==> config.mk <==
export PLATFORM = sky130hd
export DESIGN_NAME = mem_access_stage
export DESIGN_NICKNAME = d
export VERILOG_FILES = /design/src/rtl/mem_access_stage.sv
export SDC_FILE = /design/constraint.sdc
export NUM_CORES = 1
export LEC_CHECK = 0
export ABC_AREA = 1
export CAP_MARGIN = 20
export CORE_AREA = 3 3 213 153
export CTS_BUF_LIST = sky130_fd_sc_hd__clkbuf_4
export CTS_CLUSTER_DIAMETER = 30
export DETAILED_ROUTE_END_ITERATION = 8
export DIE_AREA = 0 0 216 156
export PLACE_DENSITY_LB_ADDON = 0.05
export SLEW_MARGIN = 25
export SYNTH_ARGS = -nofsm -noshare
export SYNTH_HDL_FRONTEND = slang
export SYNTH_SLANG_ARGS = --single-unit
==> constraint.sdc <==
create_clock -name clk -period 3.44 [get_ports clk]
set_input_delay 1.032 -clock clk [delete_from_list [all_inputs] [get_ports clk]]
set_output_delay 1.032 -clock clk [all_outputs]
set_load 0.03 [all_outputs]
==> src/rtl/mem_access_stage.sv <==
// mem_access_stage
//   Pipeline MEM stage between EXE and WB. Non-memory instructions pass
//   through with one cycle of latency. LW/LH/LD loads and SW/SH/SD stores
//   go through a req/ack data-memory port. LD/SD take two beats, the second
//   at address+4. While an access is outstanding, MemStall holds EXE and the
//   earlier stages, and a NOP bubble is presented to WB.
//
//   Opcode field is IR[WIDTH-1 -: 6]:
//     LW=6'h23 LH=6'h21 LD=6'h37 SW=6'h2B SH=6'h29 SD=6'h3F
//   Any other opcode is a passthrough.
//
// Ports
//   clk, rst                      clock, synchronous active-high reset
//   IR_in/PC_in/Z_in/Addr_in      instruction, PC, ALU result/store data and
//                                 byte address from EXE
//   MemStall                      combinational hold request to EXE
//   IR_out/PC_out/Z_out           registered instruction, PC and ALU result to WB
//   LMD/LMD_hi                    load data (LMD_hi holds the upper word, LD only)
//   MisAlign                      one-cycle pulse when a misaligned access is dropped
//   mem_req/mem_we/mem_addr/
//   mem_wdata/mem_be              registered data-memory request
//   mem_rdata/mem_ack             memory read data and completion strobe
module mem_access_stage #(
  parameter int unsigned      WIDTH  = 32,
  parameter logic [WIDTH-1:0] NOP_IR = '0
) (
  input  logic             clk,
  input  logic             rst,
  input  logic [WIDTH-1:0] IR_in,
  input  logic [WIDTH-3:0] PC_in,
  input  logic [WIDTH-1:0] Z_in,
  input  logic [WIDTH-1:0] Addr_in,
  output logic             MemStall,
  output logic [WIDTH-1:0] IR_out,
  output logic [WIDTH-3:0] PC_out,
  output logic [WIDTH-1:0] Z_out,
  output logic [WIDTH-1:0] LMD,
  output logic [WIDTH-1:0] LMD_hi,
  output logic             MisAlign,
  output logic             mem_req,
  output logic             mem_we,
  output logic [WIDTH-1:0] mem_addr,
  output logic [WIDTH-1:0] mem_wdata,
  output logic [3:0]       mem_be,
  input  logic [WIDTH-1:0] mem_rdata,
  input  logic             mem_ack
);

  localparam logic [5:0] OP_LW = 6'h23;
  localparam logic [5:0] OP_LH = 6'h21;
  localparam logic [5:0] OP_LD = 6'h37;
  localparam logic [5:0] OP_SW = 6'h2B;
  localparam logic [5:0] OP_SH = 6'h29;
  localparam logic [5:0] OP_SD = 6'h3F;

  typedef enum logic [1:0] {IDLE, ACC1, ACC2} state_t;

  state_t           state;
  logic [WIDTH-1:0] ir_q;
  logic [WIDTH-3:0] pc_q;
  logic [WIDTH-1:0] z_q;
  logic             addr1_q;

  logic [5:0]       op_in;
  logic [5:0]       op_q;
  logic             is_mem;
  logic             is_store;
  logic             is_half;
  logic             aligned;
  logic [3:0]       be_c;
  logic [WIDTH-1:0] wdata_c;
  logic [15:0]      half_c;
  logic             dbl_q;

  assign op_in  = IR_in[WIDTH-1 -: 6];
  assign op_q   = ir_q[WIDTH-1 -: 6];
  assign dbl_q  = (op_q == OP_LD) || (op_q == OP_SD);
  assign half_c = addr1_q ? mem_rdata[31:16] : mem_rdata[15:0];

  // Decode of the instruction currently presented by EXE.
  always_comb begin
    is_mem   = 1'b0;
    is_store = 1'b0;
    is_half  = 1'b0;
    case (op_in)
      OP_LW, OP_LD: is_mem = 1'b1;
      OP_LH:        begin is_mem = 1'b1; is_half = 1'b1; end
      OP_SW, OP_SD: begin is_mem = 1'b1; is_store = 1'b1; end
      OP_SH:        begin is_mem = 1'b1; is_store = 1'b1; is_half = 1'b1; end
      default:      is_mem = 1'b0;
    endcase
    aligned = is_half ? ~Addr_in[0] : (Addr_in[1:0] == 2'b00);
    if (is_half) begin
      be_c    = Addr_in[1] ? 4'b1100 : 4'b0011;
      wdata_c = {(WIDTH/16){Z_in[15:0]}};
    end else begin
      be_c    = 4'b1111;
      wdata_c = Z_in;
    end
  end

  // Stall drops in the cycle carrying the final ack so EXE advances on the
  // same edge the memory instruction retires.
  always_comb begin
    MemStall = 1'b0;
    case (state)
      IDLE:    MemStall = is_mem & aligned;
      ACC1:    MemStall = ~(mem_ack & ~dbl_q);
      ACC2:    MemStall = ~mem_ack;
      default: MemStall = 1'b0;
    endcase
  end

  always_ff @(posedge clk) begin
    if (rst) begin
      state     <= IDLE;
      ir_q      <= NOP_IR;
      pc_q      <= '0;
      z_q       <= '0;
      addr1_q   <= 1'b0;
      IR_out    <= NOP_IR;
      PC_out    <= '0;
      Z_out     <= '0;
      LMD       <= '0;
      LMD_hi    <= '0;
      MisAlign  <= 1'b0;
      mem_req   <= 1'b0;
      mem_we    <= 1'b0;
      mem_addr  <= '0;
      mem_wdata <= '0;
      mem_be    <= '0;
    end else begin
      MisAlign <= 1'b0;
      case (state)
        IDLE: begin
          if (is_mem && aligned) begin
            ir_q      <= IR_in;
            pc_q      <= PC_in;
            z_q       <= Z_in;
            addr1_q   <= Addr_in[1];
            mem_req   <= 1'b1;
            mem_we    <= is_store;
            mem_addr  <= {Addr_in[WIDTH-1:2], 2'b00};
            mem_wdata <= wdata_c;
            mem_be    <= be_c;
            IR_out    <= NOP_IR;
            state     <= ACC1;
          end else if (is_mem) begin
            MisAlign <= 1'b1;
            IR_out   <= NOP_IR;
            LMD      <= '0;
            LMD_hi   <= '0;
          end else begin
            IR_out <= IR_in;
            PC_out <= PC_in;
            Z_out  <= Z_in;
            LMD    <= '0;
            LMD_hi <= '0;
          end
        end

        ACC1: begin
          if (mem_ack) begin
            case (op_q)
              OP_LD: begin
                LMD      <= mem_rdata;
                mem_addr <= mem_addr + WIDTH'(4);
                state    <= ACC2;
              end
              OP_SD: begin
                // Upper store word is not carried by EXE; beat 2 writes zero.
                LMD       <= '0;
                mem_addr  <= mem_addr + WIDTH'(4);
                mem_wdata <= '0;
                state     <= ACC2;
              end
              default: begin
                if (op_q == OP_LW)      LMD <= mem_rdata;
                else if (op_q == OP_LH) LMD <= {{(WIDTH-16){half_c[15]}}, half_c};
                else                    LMD <= '0;
                LMD_hi  <= '0;
                IR_out  <= ir_q;
                PC_out  <= pc_q;
                Z_out   <= z_q;
                mem_req <= 1'b0;
                mem_we  <= 1'b0;
                mem_be  <= '0;
                state   <= IDLE;
              end
            endcase
          end
        end

        ACC2: begin
          if (mem_ack) begin
            LMD_hi  <= (op_q == OP_LD) ? mem_rdata : '0;
            IR_out  <= ir_q;
            PC_out  <= pc_q;
            Z_out   <= z_q;
            mem_req <= 1'b0;
            mem_we  <= 1'b0;
            mem_be  <= '0;
            state   <= IDLE;
          end
        end

        default: state <= IDLE;
      endcase
    end
  end

endmodule

==> metrics <==
CTS tree=done; PwrDens=529 nW/um2; fin crit share=94.0%; Unique masters post-synth=37; Hold Path Sink=ir_q[7]; # resized after CTS=7; overall power=11.0 mW; Hold Fails Final Rpt=0; min-delay worst type=reg2reg; chip width=216 um; P_sw=3.98 mW; relative slew slack=35.6%; crit path time final=3.24 ns; H-tree depth=3; detailed-placement wirelength estimate=37800 um; final setup margin=0.205 ns; Reg-to-Reg End=LMD[5]; dpl cells=3083; synthesized area per cell=6.49 um2; deepest clock path buffer count=3; DR iter-0 viols=1669; Post-synth EDFFs=0; Max Cap Violations=0; WL final=54300 um; Post-DP Area=19800 um2; count of final max-slew check failures=0; pin count of the biggest net entering global routing=127; Worst Min Path Start=ir_q[7]; part of the Yosys area used for sequential elements=41.4%; Fin Setup TNS=0 ns; RSZ-0062 raised after global routing=false; Post-CTS Setup Bufs=0; post-DR wirelength/cell=16.9 um; CP Data Arrival Time=2.20 ns; antenna violations before repair=6; worst hold path depth=2; detailed-route via count=17100; Sw Ratio=36.1%; dpl ws=-0.0824 ns; Buf+Inv Stages, Crit Path=2; Fin Hold WS=0.443 ns; total CTS buffers=85; Clk pin slew, worst setup/hold paths=0.06 ns; FP Rows=54; Worst Tran Pin Value=0.966 ns; Ports=391; max frequency=309 MHz; worst-path fanout max=5; Max VDD drop=0.309 mV; slowest stage cell, crit path=dlygate4sd2_1; internal power=7.03 mW; Slowest Stage Delay on Critical Path=0.32 ns; root buf cell=clkbuf_4; cells after synthesis=2395; GRT Total Usage=30.7%; design area=20800 um2; status=completed; Port Buffers=388; fin cells=3223; # setup viols final=0; final net count=2916; Setup CP Type=in2out; area delta synth->final=33.6%; initial core utilization=50.5%; vias in the first global route=15600; P_leak=8.43 nW; WP data required=2.41 ns; DRC violations left=0; most used flip-flop cell after synthesis=dfxtp_1; GRT Residual Overflow=0; DIE HEIGHT=156 um; R2R setup slack=0.40 ns; clk sink count=322; layout cells sized above 1=7.51%; vias per cell=5.31; Placer Congestion=0.966; first-pass iteration count of the detailed router=6; Top delay family on crit path=simple AND/OR/NAND/NOR gates; sequential share of power=39.7%; cell count of the worst reg-to-reg path=10; Post-DRT Antenna Nets=0; core box area=30800 um2; crit path capture type=output port; synthesized flop and latch total=322; CP cell instances=dlygate4sd2_1, nand3_1, nor2_2, nor2_1, nand2_2, nand3_4, a31oi_4, buf_12; clock power share=29.4%; die area=33700 um2; mapped cell area=15600 um2; final core utilization=67.5%; Critical Path Source Type=input port; first-pass GRT wire length=83500 um; Post-CTS Hold Buffers=0; Clock Latency Late Sink=0.76 ns; Comb power frac=30.9%; worst reg2reg startpoint=state[1]; FFs w/ async S/R, synth=0%; warnings from Yosys=0; clock skew=0.0667 ns
power by group through the flow:
stage,registers (mW),clock network [mW],logic (mW)
detailed placement,4.44,0,3.37
CTS,4.36,3.31,3.39
global placement,4.44,0,3.32
finish,4.37,3.24,3.40
global route,4.40,3.52,3.68
floorplan,5.01,0,1.41
cell families (layout without fill, tap and decap cells):
kind of cell,after synthesis,count (layout),share of synthesized area [%]
adder cells (fa/ha/maj),5,5,0.402
other,1,7,0.0241
flip-flops,322,322,41.4
AND/OR/NAND/NOR,1108,1108,29.1
XOR/XNOR,5,5,0.282
buffers and inverters,428,830,11.1
AO/OA/AOI/OAI,526,526,17.6
sequential cells by signal, indices dropped and copies added, names as in the netlist:
signal     count
LMD           32
mem_addr      30
mem_req        1
z_q           32
ir_q          32
mem_be         2
mem_we         1
LMD_hi        32
addr1_q        1
pc_q          30
IR_out        32
mem_wdata     32
PC_out        30
MisAlign       1
Z_out         32
state          2
area by class of cell:
class,instances,area (um2)
antenna,5,12.5
clock buffer,120,901
clock inverter,15,87.6
fill,2777,10000
inverter,262,993
multi-input combinational,1646,7440
sequential,322,6450
tap,420,526
timing repair buffer,433,4380
metal layers:
layer  share of wire (%)  vias to the layer above  wire [um]  track usage, %
li1                    -                     8405          -               -
met5               0.085                        -         46               0
met2                  45                      762      24300            47.7
met1                  43                     7824      23200            41.3
met4                 2.7                        6       1480            11.3
met3                 9.8                      110       5310            8.33
worst register-to-register path, cell delays in order (launching register included):
cell and delay, ns:
dfxtp_1 0.34, inv_1 0.12, ha_4 0.24, inv_4 0.12
nor2_1 0.59, inv_1 0.46, nor2_1 0.53, o21ai_0 0.15
o21ai_0 0.29, nor2_1 0.08, nor2_1 0.10
synthesized netlist by cell type, types with 2 or more instances:
cell	count	share of area, %
buf_1	4	0.096
buf_6	2	0.14
buf_4	14	0.68
a21oi_1	217	7.0
nand2_2	6	0.24
nand4_1	25	1.0
a31oi_1	33	1.3
clkinv_1	2	0.048
buf_2	38	1.2
xor2_1	4	0.23
a21oi_4	2	0.21
o21ai_0	252	8.1
nor2_2	3	0.12
o31ai_1	2	0.096
nand3_1	137	4.4
ha_1	5	0.40
nand3_2	4	0.26
inv_2	2	0.048
clkbuf_1	108	2.6
o211ai_1	5	0.24
a21oi_2	2	0.11
nand2_1	609	15
nor3_2	2	0.13
nor3_1	29	0.93
dfxtp_1	322	41
inv_1	256	6.2
o22ai_1	11	0.44
nand3b_1	2	0.096
nor2_4	3	0.22
nor2_1	287	6.9
placed cells by master, fill, tap and decap left out, types with 33 or more instances in the layout:
master,instances
dfxtp_1,322
clkbuf_4,120
nand3_1,137
o21ai_0,252
clkdlybuf4s50_1,380
a21oi_1,217
inv_1,255
nand2_1,607
buf_4,33
nor2_1,286
worst max path at each step:
stage	startpoint	to	slack, ns	cells past startpoint
after detailed placement	IR_in[28]	MemStall	-0.08	8
after CTS	IR_in[30]	MemStall	0.02	9
final	IR_in[28]	MemStall	0.20	8
after global placement	IR_in[31]	MemStall	-0.02	8
after floorplan	IR_in[30]	MemStall	0.04	9
after global routing	state[1]	MemStall	0.06	7
No activity file was read; power rests on OpenSTA's default activity.
